## config.mk

```make
export PLATFORM = sky130hd
export DESIGN_NAME = pipelined_control_unit_flat
export DESIGN_NICKNAME = d
export VERILOG_FILES = /design/src/rtl/pipelined_control_unit_if.sv /design/src/rtl/pipelined_control_unit.sv /design/src/flat_wrapper.sv
export SDC_FILE = /design/constraint.sdc
export NUM_CORES = 1
export LEC_CHECK = 0
export CELL_PAD_IN_SITES_DETAIL_PLACEMENT = 1
export CELL_PAD_IN_SITES_GLOBAL_PLACEMENT = 1
export CORE_MARGIN = 3
export CORE_UTILIZATION = 34
export DETAILED_ROUTE_END_ITERATION = 12
export HOLD_SLACK_MARGIN = 0.12
export PLACE_DENSITY_LB_ADDON = 0.1
export SKIP_LAST_GASP = 1
export SYNTH_ARGS = -nofsm -noshare
export SYNTH_HDL_FRONTEND = slang
export SYNTH_SLANG_ARGS = --single-unit
```

## constraint.sdc

```tcl
create_clock -name CLK -period 2.6 [get_ports CLK]
set_input_delay 0.52 -clock CLK [delete_from_list [all_inputs] [get_ports CLK]]
set_output_delay 0.52 -clock CLK [all_outputs]
set_load 0.05 [all_outputs]
```

## src/rtl/pipelined_control_unit_if.sv

```systemverilog
// ID/EX handshake and control-bundle signals for pipelined_control_unit.
// Signal names follow the decode stage's established port names.
interface pipelined_control_unit_if;
   logic [31:0] Instruction;
   logic        instr_valid;
   logic        stall_in;
   logic        flush;
   logic        stall_out;
   logic        ctrl_valid;
   logic [4:0]  ALU_sel;
   logic        reg_write_EN;
   logic [2:0]  mem_write;
   logic [3:0]  mem_read;
   logic [3:0]  branch_sel;
   logic [2:0]  immeadiate_sel;
   logic        operand1_sel;
   logic        operand2_sel;
   logic [1:0]  reg_write_sel;
   logic        illegal_op;
   logic        mc_last;

   // Fetch / pipeline control side: drives the instruction and stage controls.
   modport master (
      output Instruction, instr_valid, stall_in, flush,
      input  stall_out, ctrl_valid, ALU_sel, reg_write_EN, mem_write, mem_read,
             branch_sel, immeadiate_sel, operand1_sel, operand2_sel,
             reg_write_sel, illegal_op, mc_last
   );

   // Decode stage side.
   modport slave (
      input  Instruction, instr_valid, stall_in, flush,
      output stall_out, ctrl_valid, ALU_sel, reg_write_EN, mem_write, mem_read,
             branch_sel, immeadiate_sel, operand1_sel, operand2_sel,
             reg_write_sel, illegal_op, mc_last
   );
endinterface

```

## src/rtl/pipelined_control_unit.sv

```systemverilog
// RV32IM decode stage: decodes one instruction per cycle into a registered
// ID/EX control bundle, holds M-extension ops in EX for a configurable number
// of cycles while back-pressuring fetch, and flags illegal encodings.
module pipelined_control_unit #(
   parameter bit ENABLE_M    = 1'b1,
   parameter int MUL_LATENCY = 1,
   parameter int DIV_LATENCY = 8
) (
   input logic                      CLK,
   input logic                      RESET,
   pipelined_control_unit_if.slave  bus
);

   localparam logic [6:0] OPC_LUI    = 7'b0110111;
   localparam logic [6:0] OPC_AUIPC  = 7'b0010111;
   localparam logic [6:0] OPC_JAL    = 7'b1101111;
   localparam logic [6:0] OPC_JALR   = 7'b1100111;
   localparam logic [6:0] OPC_BRANCH = 7'b1100011;
   localparam logic [6:0] OPC_LOAD   = 7'b0000011;
   localparam logic [6:0] OPC_STORE  = 7'b0100011;
   localparam logic [6:0] OPC_OPIMM  = 7'b0010011;
   localparam logic [6:0] OPC_OP     = 7'b0110011;

   typedef enum logic {IDLE, MBUSY} state_t;

   typedef struct packed {
      logic [4:0] alu_sel;
      logic       reg_write_en;
      logic [2:0] mem_write;
      logic [3:0] mem_read;
      logic [3:0] branch_sel;
      logic [2:0] imm_sel;
      logic       op1_sel;
      logic       op2_sel;
      logic [1:0] reg_write_sel;
   } bundle_t;

   // Instruction fields
   logic [6:0] opcode;
   logic [2:0] funct3;
   logic [6:0] funct7;
   assign opcode = bus.Instruction[6:0];
   assign funct3 = bus.Instruction[14:12];
   assign funct7 = bus.Instruction[31:25];

   // Register/immediate bits are consumed by later stages, not by decode.
   logic unused_instr_bits;
   assign unused_instr_bits = ^{bus.Instruction[24:15], bus.Instruction[11:7]};

   logic is_lui, is_auipc, is_jal, is_jalr, is_branch, is_load, is_store;
   logic is_opimm, is_op, is_jump, legal_opc;
   logic f7_muldiv, f7_alt, illegal, is_m_op;
   logic [7:0] m_latency;

   assign is_lui    = (opcode == OPC_LUI);
   assign is_auipc  = (opcode == OPC_AUIPC);
   assign is_jal    = (opcode == OPC_JAL);
   assign is_jalr   = (opcode == OPC_JALR);
   assign is_branch = (opcode == OPC_BRANCH);
   assign is_load   = (opcode == OPC_LOAD);
   assign is_store  = (opcode == OPC_STORE);
   assign is_opimm  = (opcode == OPC_OPIMM);
   assign is_op     = (opcode == OPC_OP);
   assign is_jump   = is_jal | is_jalr;
   assign legal_opc = is_lui | is_auipc | is_jump | is_branch | is_load
                    | is_store | is_opimm | is_op;

   assign f7_muldiv = (funct7 == 7'b0000001);
   assign f7_alt    = (funct7 == 7'b0100000);

   // An M-encoded OP is only legal when the extension is built in.
   assign illegal   = ~legal_opc | (is_op & f7_muldiv & ~ENABLE_M);
   assign is_m_op   = is_op & f7_muldiv & ENABLE_M;

   // funct3[2] separates the divide group from the multiply group.
   assign m_latency = funct3[2] ? 8'(DIV_LATENCY) : 8'(MUL_LATENCY);

   bundle_t bundle_d;

   // Decode the current instruction into the next control bundle.
   always_comb begin
      // NOTE: default every field first so no path leaves a value unassigned
      // (which would infer a latch).
      bundle_d = '0;
      bundle_d.reg_write_en  = ~(is_branch | is_store);
      bundle_d.imm_sel       = is_jal                           ? 3'b001 :
                               (is_jalr | is_load | is_opimm)   ? 3'b010 :
                               is_branch                        ? 3'b011 :
                               is_store                         ? 3'b100 : 3'b000;
      bundle_d.op1_sel       = is_auipc | is_jal | is_branch;
      bundle_d.op2_sel       = ~is_op;
      bundle_d.alu_sel[2:0]  = is_jalr              ? 3'b001 :
                               (is_opimm | is_op)   ? funct3 : 3'b000;
      bundle_d.alu_sel[3]    = is_lui | (is_op & f7_muldiv);
      bundle_d.alu_sel[4]    = is_lui | is_jalr
                             | (is_op & f7_alt & ((funct3 == 3'b000) | (funct3 == 3'b101)))
                             | (is_opimm & f7_alt & (funct3 == 3'b101));
      // Low bits of the memory/branch selects carry raw funct3; the top bit
      // qualifies them.
      bundle_d.branch_sel    = {is_jump | is_branch, is_jump ? 3'b010 : funct3};
      bundle_d.mem_write     = {is_store, funct3[1:0]};
      bundle_d.mem_read      = {is_load, funct3};
      bundle_d.reg_write_sel = is_jump ? 2'b00 : is_load ? 2'b01 : 2'b10;
   end

   state_t  state_q;
   logic [7:0] cnt_q;
   bundle_t bundle_q;
   logic    ctrl_valid_q;
   logic    illegal_q;
   logic    out_is_m_q;
   logic    accept;

   assign bus.stall_out = (state_q == MBUSY) | bus.stall_in;
   assign accept        = bus.instr_valid & ~bus.stall_out & ~bus.flush;

   // Output register and M-op sequencer: reset/flush, then stall, then MBUSY
   // countdown, then normal issue.
   always_ff @(posedge CLK) begin
      // NOTE: sequential state uses non-blocking assignments so every flop
      // samples pre-edge values regardless of statement order.
      if (RESET || bus.flush) begin
         state_q      <= IDLE;
         cnt_q        <= '0;
         bundle_q     <= '0;
         ctrl_valid_q <= 1'b0;
         illegal_q    <= 1'b0;
         out_is_m_q   <= 1'b0;
      end else if (!bus.stall_in) begin
         if (state_q == MBUSY) begin
            cnt_q <= cnt_q - 8'd1;
            if (cnt_q == 8'd1) state_q <= IDLE;
         end else if (accept) begin
            bundle_q     <= illegal ? '0 : bundle_d;
            ctrl_valid_q <= ~illegal;
            illegal_q    <= illegal;
            out_is_m_q   <= is_m_op;
            if (is_m_op && (m_latency > 8'd1)) begin
               state_q <= MBUSY;
               cnt_q   <= m_latency - 8'd1;
            end
         end else begin
            bundle_q     <= '0;
            ctrl_valid_q <= 1'b0;
            illegal_q    <= 1'b0;
            out_is_m_q   <= 1'b0;
         end
      end
   end

   assign bus.ctrl_valid     = ctrl_valid_q;
   assign bus.illegal_op     = illegal_q;
   assign bus.ALU_sel        = bundle_q.alu_sel;
   assign bus.reg_write_EN   = bundle_q.reg_write_en;
   assign bus.mem_write      = bundle_q.mem_write;
   assign bus.mem_read       = bundle_q.mem_read;
   assign bus.branch_sel     = bundle_q.branch_sel;
   assign bus.immeadiate_sel = bundle_q.imm_sel;
   assign bus.operand1_sel   = bundle_q.op1_sel;
   assign bus.operand2_sel   = bundle_q.op2_sel;
   assign bus.reg_write_sel  = bundle_q.reg_write_sel;
   assign bus.mc_last        = ctrl_valid_q & out_is_m_q & (state_q == IDLE);

endmodule

```

## src/flat_wrapper.sv

```systemverilog
// flat-port wrapper written by rule: the top's interface ports become plain ports
module pipelined_control_unit_flat 
#(
   parameter bit ENABLE_M    = 1'b1,
   parameter int MUL_LATENCY = 1,
   parameter int DIV_LATENCY = 8
)
  (CLK, RESET, bus_Instruction, bus_instr_valid, bus_stall_in, bus_flush, bus_stall_out, bus_ctrl_valid, bus_ALU_sel, bus_reg_write_EN, bus_mem_write, bus_mem_read, bus_branch_sel, bus_immeadiate_sel, bus_operand1_sel, bus_operand2_sel, bus_reg_write_sel, bus_illegal_op, bus_mc_last);
  pipelined_control_unit_if bus_i ();
  input logic CLK;
  input logic RESET;
  input wire logic [$bits(bus_i.Instruction)-1:0] bus_Instruction;
  input wire logic [$bits(bus_i.instr_valid)-1:0] bus_instr_valid;
  input wire logic [$bits(bus_i.stall_in)-1:0] bus_stall_in;
  input wire logic [$bits(bus_i.flush)-1:0] bus_flush;
  output wire logic [$bits(bus_i.stall_out)-1:0] bus_stall_out;
  output wire logic [$bits(bus_i.ctrl_valid)-1:0] bus_ctrl_valid;
  output wire logic [$bits(bus_i.ALU_sel)-1:0] bus_ALU_sel;
  output wire logic [$bits(bus_i.reg_write_EN)-1:0] bus_reg_write_EN;
  output wire logic [$bits(bus_i.mem_write)-1:0] bus_mem_write;
  output wire logic [$bits(bus_i.mem_read)-1:0] bus_mem_read;
  output wire logic [$bits(bus_i.branch_sel)-1:0] bus_branch_sel;
  output wire logic [$bits(bus_i.immeadiate_sel)-1:0] bus_immeadiate_sel;
  output wire logic [$bits(bus_i.operand1_sel)-1:0] bus_operand1_sel;
  output wire logic [$bits(bus_i.operand2_sel)-1:0] bus_operand2_sel;
  output wire logic [$bits(bus_i.reg_write_sel)-1:0] bus_reg_write_sel;
  output wire logic [$bits(bus_i.illegal_op)-1:0] bus_illegal_op;
  output wire logic [$bits(bus_i.mc_last)-1:0] bus_mc_last;
  assign bus_i.Instruction = bus_Instruction;
  assign bus_i.instr_valid = bus_instr_valid;
  assign bus_i.stall_in = bus_stall_in;
  assign bus_i.flush = bus_flush;
  assign bus_stall_out = bus_i.stall_out;
  assign bus_ctrl_valid = bus_i.ctrl_valid;
  assign bus_ALU_sel = bus_i.ALU_sel;
  assign bus_reg_write_EN = bus_i.reg_write_EN;
  assign bus_mem_write = bus_i.mem_write;
  assign bus_mem_read = bus_i.mem_read;
  assign bus_branch_sel = bus_i.branch_sel;
  assign bus_immeadiate_sel = bus_i.immeadiate_sel;
  assign bus_operand1_sel = bus_i.operand1_sel;
  assign bus_operand2_sel = bus_i.operand2_sel;
  assign bus_reg_write_sel = bus_i.reg_write_sel;
  assign bus_illegal_op = bus_i.illegal_op;
  assign bus_mc_last = bus_i.mc_last;
  pipelined_control_unit #(.ENABLE_M(ENABLE_M), .MUL_LATENCY(MUL_LATENCY), .DIV_LATENCY(DIV_LATENCY)) u_core (.CLK(CLK), .RESET(RESET), .bus(bus_i));
endmodule
```

# Word-level counts from Yosys, hierarchy flattened
# Cells that the tools add are included.
[classes]
n_addsub = 2
order_cmp = 1
eq_ne = 13
n_mux = 22
n_bitwise = 37
n_reduce_logical = 7
[op_table]
columns = ["op", "count"]
rows = [
  ["two-way mux 24 bit", 2],
  ["equality test 7 x 6 -> 1 bit (second input constant)", 4],
  ["two-way mux 8 bit", 3],
  ["equality test 7 bit (second input constant)", 3],
  ["two-way mux 3 bit", 7],
  ["bitwise OR 1 bit", 21],
  ["subtractor 8 x 1 -> 8 bit (second input constant)", 2],
  ["equality test 7 x 5 -> 1 bit (second input constant)", 2],
  ["AND 1 bit", 9],
  ["equality test 8 x 1 -> 1 bit (second input constant)", 1],
  ["greater-than comparator 8 x 1 -> 1 bit (second input constant)", 1],
  ["equality test 7 x 1 -> 1 bit (second input constant)", 1],
  ["equality test 7 x 2 -> 1 bit (second input constant)", 1],
  ["two-way mux 1 bit", 7],
  ["NOT 1 bit", 7],
  ["two-way mux 2 bit", 2],
  ["two-way mux 4 bit", 1],
  ["nonzero test 2 bit", 2],
  ["equality test 3 bit (second input constant)", 1],
  ["zero test 3 bit", 1],
  ["AND reduction 3 bit", 1],
  ["AND reduction 2 bit", 1],
  ["logical AND 1 bit", 1],
  ["logical OR 1 bit", 1],
]
[totals]
register_bits = 36
in_bits = 37
output_inout_bits = 28

# Logic depth before layout (Yosys ltp)
# Gate-level depths: netlist of the first run.
[depth]
ltp_word = 10
depth_mapped = 6
depth_no_buf = 6

# Worst setup path before layout of the first run
# No wires, ideal clock.
[synth_path]
kind = "flip-flop to output port"
from = "reg u_core.ctrl_valid_q, in the netlist u_core.bus.ctrl_valid"
to = "out bus_mc_last"
arrival_time_ns = 1.381
required_time_ns = 2.080
setup_slack_ns = 0.699
path_stages_with_launch = 3
n_path_buf = 0
cell_sequence = "dfxtp_1 nand2_1 nor2_1"
[synth_via]
elab_chain_cells = 2
[synth_rtl]
columns = ["element", "line", "text"]
rows = [
  ["from (decl)", "pipelined_control_unit.sv:109", "logic ctrl_valid_q;"],
  ["from (signal assigned)", "pipelined_control_unit.sv:135", "ctrl_valid_q <= ~illegal;"],
  ["AND 1 bit (2 in series)", "pipelined_control_unit.sv:162", "assign bus.mc_last = ctrl_valid_q & out_is_m_q & (state_q == IDLE);"],
  ["to (decl)", "flat_wrapper.sv:28", "output wire logic [$bits(bus_i.mc_last)-1:0] bus_mc_last;"],
]
# Every way passes these cells.

# Worst setup path in the final report of the first run
[layout_path]
from = "in bus_stall_in"
to = "out bus_stall_out"
[layout_via]
elab_chain_cells = 1
[layout_rtl]
columns = ["element", "line", "text"]
rows = [
  ["from (decl)", "flat_wrapper.sv:14", "input wire logic [$bits(bus_i.stall_in)-1:0] bus_stall_in;"],
  ["bitwise OR 1 bit", "pipelined_control_unit.sv:114", "assign bus.stall_out = (state_q == MBUSY) | bus.stall_in;"],
  ["to (decl)", "flat_wrapper.sv:16", "output wire logic [$bits(bus_i.stall_out)-1:0] bus_stall_out;"],
]
# Every way passes these cells.

==> reports/results.tsv, run 1 <==
metric	value	unit
setup_viol	0	
top_usage_layer	met2	
fill_cells	587	
ys_seq_area_share	38.7	%
mostFrequentLayoutCells	clkdlybuf4s50_1 (48), nand2_1 (34), dfxtp_1 (34), nor2_1 (24), o21ai_0 (23)	
crit_fanout	7	
design.core.area	4850	µm²
wl_per_cell	14.3	µm
drive_gt1_share	11.5	%
worstSkewPairLatency	0.29	ns
use_met1	23.1	%
remaining_drc_errors	0	
hold_class	reg -> reg	
areaGrowthSynthToFinish	36.2	%
async_flop_share	0	%
cts_buffers	5	
drt_iter0_markers	73	
grt_pass1_vias	1645	
endpoint_kind	output port	
htree_levels	2	
initial_core_util	36.3	%
ys.warnings.count	0	
synthCells	211	
dieWidth	78.0	µm
max_freq	441	MHz
peakVddDrop	0.196	mV
drt-total-wl	4690	µm
power_density	443	nW/µm²
grt_max_degree	21	
num_antenna_cells	0	
grtUsageMet2	24.9	%
vias_per_cell	4.99	
post_cts_buffers	0	
hold_viol_final	0	
clock_skew	0.00427	ns
maxCapViolations	0	
gr-usage-met3	4.29	%
tritoncts	done	
antenna_found_initial	0	
outcome	finished clean	
track_usage	16.7	%
ios	65	
gr-total-overflow	0	
cp_data_arrival_time	1.75	ns
clockBufferDepth	2	
critPathKind	in -> out	
cts_root_buf	clkbuf_8	
antenna_left	0	
vias	1632	
synth_cell_types	46	
dr.pass1.iters	4	
fp-row-count	25	
synth_ff_type	dfxtp_1	
gp_congestion	0.761	
synth-edff-count	0	
die_area	6080	µm²
syn_nets	250	
die_h	78.0	µm
rsz0062_at_grt	false	
synth.avg_cell_area	8.34	µm²
slew-limit-headroom	63.2	%
path_clk_slew	0.07	ns
synth-seq-cells	34	
cts_resized	0	
clock-sinks	34	
timing.setup.tns	0	ns
crit_required	2.08	ns
fin_crit_sh	87.2	%
holdBufCountCts	0	
power_leakage	0.000828	µW
final_nets	298	
report.final.slew_viol_count	0	
start_kind	input port	
tightest_slew	0.550	ns
fin_crit	2.27	ns
layout_commonest_cell	clkdlybuf4s50_1	
syn-cell-area	1760	µm²
hold-worst-slack	0.451	ns
grt_pass1_wl	8080	µm
io_buffers	49	
dp_hpwl	3610	µm
==> synth_stat cells, types with 3 or more instances <==
library cell	count	area share, %
nand4b_1	3	1.5
a21oi_1	9	2.6
inv_1	10	2.1
dfxtp_1	34	39
o21ai_1	3	0.85
nand3_1	6	1.7
xnor2_1	4	2.0
nand2_1	34	7.2
buf_2	5	1.4
o21ai_0	23	6.5
nor2_1	24	5.1
nor4_1	3	1.1
buf_6	4	2.6
buf_4	3	1.3
o31ai_1	3	1.3
or2_2	3	1.1
==> power breakdown <==
part           internal [µW]  leakage, µW  switching [µW]
logic                   59.7     0.000507            66.5
registers                521     0.000274           0.433
clock network            213    0.0000472             201
==> path summary, 6_finish.rpt <==
kind | from | end | slack, ns | cells after the start
hold reg to reg | u_core.bus.reg_write_sel[0] | u_core.bus.reg_write_sel[0] | 0.45 | 2
setup reg to reg | u_core.state_q | u_core.bus.branch_sel[2] | 0.95 | 5
hold / removal | u_core.bus.reg_write_sel[0] | u_core.bus.reg_write_sel[0] | 0.45 | 2
setup / recovery | bus_stall_in | bus_stall_out | 0.33 | 4
==> cell families after synthesis <==
logic type,count (synthesis),share of synthesized area [%]
AND/OR/NAND/NOR,94,30.6
AO/OA/AOI/OAI,51,18.5
flip-flops,34,38.7
buffers and inverters,24,7.82
XOR/XNOR,6,2.99
adder cells (fa/ha/maj),2,1.42
==> routing by layer <==
metal  vias to the layer above  part of all wire [%]
met2                        44                    43
li1                        822                     -
met5                         -                     0
met1                       758                    51
met3                         8                   4.8
met4                         0                   1.5
==> registers in the layout, summed over array words and instances, names as in the netlist, 2 cells and up <==
signal                     cells
u_core.bus.ALU_sel             5
u_core.cnt_q                   8
u_core.bus.mem_read            4
u_core.bus.branch_sel          4
u_core.bus.immeadiate_sel      3
u_core.bus.reg_write_sel       2
==> critical path, cell delays in order <==
cell,delay (ns)
clkdlybuf4s50_1,0.59
nor2_1,0.27
inv_1,0.18
buf_12,0.18
==> layout make-up <==
type	instances	area, µm²	share of cell area (%)
repair buffers	55	558	23.3
flip-flops and latches	34	681	28.4
well taps	67	83.8	3.50
clock buffers	6	82.6	3.44
clock inverters	2	12.5	0.522
multi-input cells	153	942	39.3
inverters	10	37.5	1.57
==> metrics by stage <==
stage | area, µm² | setup WS, ns | cells | power (µW) | utilization [%]
after global placement | 2300 | 0.269 | 319 | 659 | 47.5
after CTS | 2400 | 0.352 | 327 | 1080 | 49.4
after global routing | 2400 | 0.272 | 327 | 1110 | 49.4
final | 2400 | 0.333 | 327 | 1060 | 49.4
after floorplan | 1760 | 0.699 | 211 | 598 | -
after detailed placement | 2300 | 0.222 | 319 | 660 | 47.5
No activity file was read; power rests on OpenSTA's default activity.
==> run 2: changes to the inputs <==
Settings changed: CORE_UTILIZATION 34 to 32.
Clock period 2.6 ns to 2.5 ns, I/O delays scaled along.
==> reports/results.tsv, run 2 (synthesis gave the netlist of run 1 again) <==
metric	value	unit	change
endpoint_kind	output port		
setup.worst_path.end	bus_stall_out		
power_density	449	nW/µm²	+1.4%
io_buffers	49		unchanged
grt_pass1_vias	1682		+2.2%
crit_start	bus_stall_in		
grt_max_degree	22		+4.8%
antenna_found_initial	0		unchanged
antenna_left	0		unchanged
peakVddDrop	0.167	mV	-15%
fp-row-count	26		+4.0%
maxCapViolations	0		unchanged
r2r_start	u_core.state_q		
crit_fanout	7		unchanged
remaining_drc_errors	0		unchanged
r2r_cells	4		-1
top_register	u_core.cnt_q		
layout_commonest_cell	clkdlybuf4s50_1		
vias	1640		+0.49%
hold-worst-slack	0.448	ns	-0.00258 ns
initial_core_util	33.8	%	-2.5 points
drt-total-wl	4920	µm	+4.9%
die_area	6430	µm²	+5.8%
cts_root_buf	clkbuf_8		
slowest_delay	0.58	ns	about the same
htree_levels	2		unchanged
dp_hpwl	3820	µm	+5.8%
fin_crit_sh	89.5	%	
fill_cells	637		+8.5%
dp_cells	324		+1.6%
cts_buffers	5		unchanged
slew-limit-headroom	63.7	%	+0.49 points
crit_chain	clkdlybuf4s50_1 > nor2_1 > inv_1 > buf_12		
crit_required	2.00	ns	-0.08 ns
mostFrequentLayoutCells	clkdlybuf4s50_1 (48), nand2_1 (34), dfxtp_1 (34), nor2_1 (24), o21ai_0 (23)		
grt_pass1_wl	8290	µm	+2.6%
holdBufCountCts	0		unchanged
gr-total-overflow	0		unchanged
clock_skew	0.00740	ns	+0.00313 ns
wl_per_cell	14.9	µm	+3.9%
tritoncts	done		
num_antenna_cells	0		unchanged
rsz0062_at_grt	false		
cpLargestDelayFamily	buffers and inverters		
start_kind	input port		
r2r_end	u_core.bus.branch_sel[0]		
clockBufferDepth	2		unchanged
die_h	80.2	µm	+2.8%
track_usage	16.7	%	about the same
setup_viol	0		unchanged
worstSkewPairLatency	0.28	ns	about the same
dr.pass1.iters	4		unchanged
drive_gt1_share	11.5	%	unchanged
critPathKind	in -> out		
final_nets	300		+0.67%
vias_per_cell	4.97		-0.42%
areaGrowthSynthToFinish	35.8	%	
hold_viol_final	0		unchanged
dieWidth	80.2	µm	+2.8%
report.final.slew_viol_count	0		unchanged
stdcell_count	330		+0.92%
r2r_slack	0.87	ns	-0.08 ns
ios	65		unchanged
design.core.area	5200	µm²	+7.4%
outcome	finished clean		
path_buf_inv	3		unchanged
max_freq	447	MHz	
clock-sinks	34		unchanged
timing.setup.tns	0	ns	unchanged
drt_iter0_markers	43		-41%
fin_crit	2.24	ns	
path_clk_slew	0.06	ns	about the same
cts_resized	0		unchanged
slowest_stage	clkdlybuf4s50_1		
gp_congestion	0.841		+10%
cp.depth	4		unchanged
post_cts_buffers	0		unchanged
power_leakage	0.000829	µW	+0.13%
hold_class	reg -> reg		
tightest_slew	0.543	ns	-0.00736 ns
largest_reg_flops	8		unchanged
cp_data_arrival_time	1.74	ns	about the same
==> run 2: cell count changes in the layout (fill, tap and decap cells not counted) <==
cell | before | now
buf_4 | 5 | 8
buf_12 | 2 | 1
clkinv_2 | 1 | 0
clkinvlp_4 | 1 | 0
==> run 2: worst min path at each step <==
stage                                        to                   startpoint  slack, ns  cells after the start
finish              u_core.bus.reg_write_sel[0]  u_core.bus.reg_write_sel[0]       0.45                      2
global route        u_core.bus.reg_write_sel[0]  u_core.bus.reg_write_sel[0]       0.49                      2
CTS                 u_core.bus.reg_write_sel[0]  u_core.bus.reg_write_sel[0]       0.45                      2
detailed placement  u_core.bus.reg_write_sel[0]  u_core.bus.reg_write_sel[0]       0.44                      2
global placement         u_core.bus.mem_read[3]       u_core.bus.mem_read[3]       0.44                      2
floorplan                     u_core.out_is_m_q            u_core.out_is_m_q       0.48                      2
==> run 2: where the power goes <==
part | switching, µW | internal [µW]
clock network | 186 | 212
logic | 69.6 | 63.5
registers | 0.484 | 542
==> run 2: routing by layer <==
| metal | global-route usage (%) | wire, µm |
|---|---|---|
| met1 | 22.4 | 2460 |
| met4 | 4.73 | 57 |
| met5 | 0 | 0 |
| met3 | 3.81 | 208 |
| met2 | 26.7 | 2190 |
==> run 2: worst register-to-register path, delay by kind of cell (launching register included) <==
family,cells,cell delay [ns]
simple gates,2,0.63
flops,1,0.43
compound gates,2,0.49
==> run 2: through the flow <==
| stage | worst slack, ns | utilization (%) | instance area [µm²] | total power, µW |
|---|---|---|---|---|
| 2_1_floorplan | 0.619 | - | 1760 | 622 |
| 3_3_place_gp | 0.171 | 44.4 | 2310 | 688 |
| 3_5_place_dp | 0.174 | 44.4 | 2310 | 689 |
| 4_1_cts | 0.292 | 45.9 | 2390 | 1090 |
| 5_1_grt | 0.216 | 45.9 | 2390 | 1120 |
| 6_report | 0.262 | 45.9 | 2390 | 1070 |
==> run 2: final cells by class <==
| class | instances | area (µm²) | area share (%) |
|---|---|---|---|
| Timing Repair Buffer | 57 | 561 | 23.4 |
| Inverter | 10 | 37.5 | 1.57 |
| Multi-Input combinational cell | 153 | 942 | 39.4 |
| Tap cell | 70 | 87.6 | 3.66 |
| Clock buffer | 6 | 82.6 | 3.45 |
| Sequential cell | 34 | 681 | 28.5 |
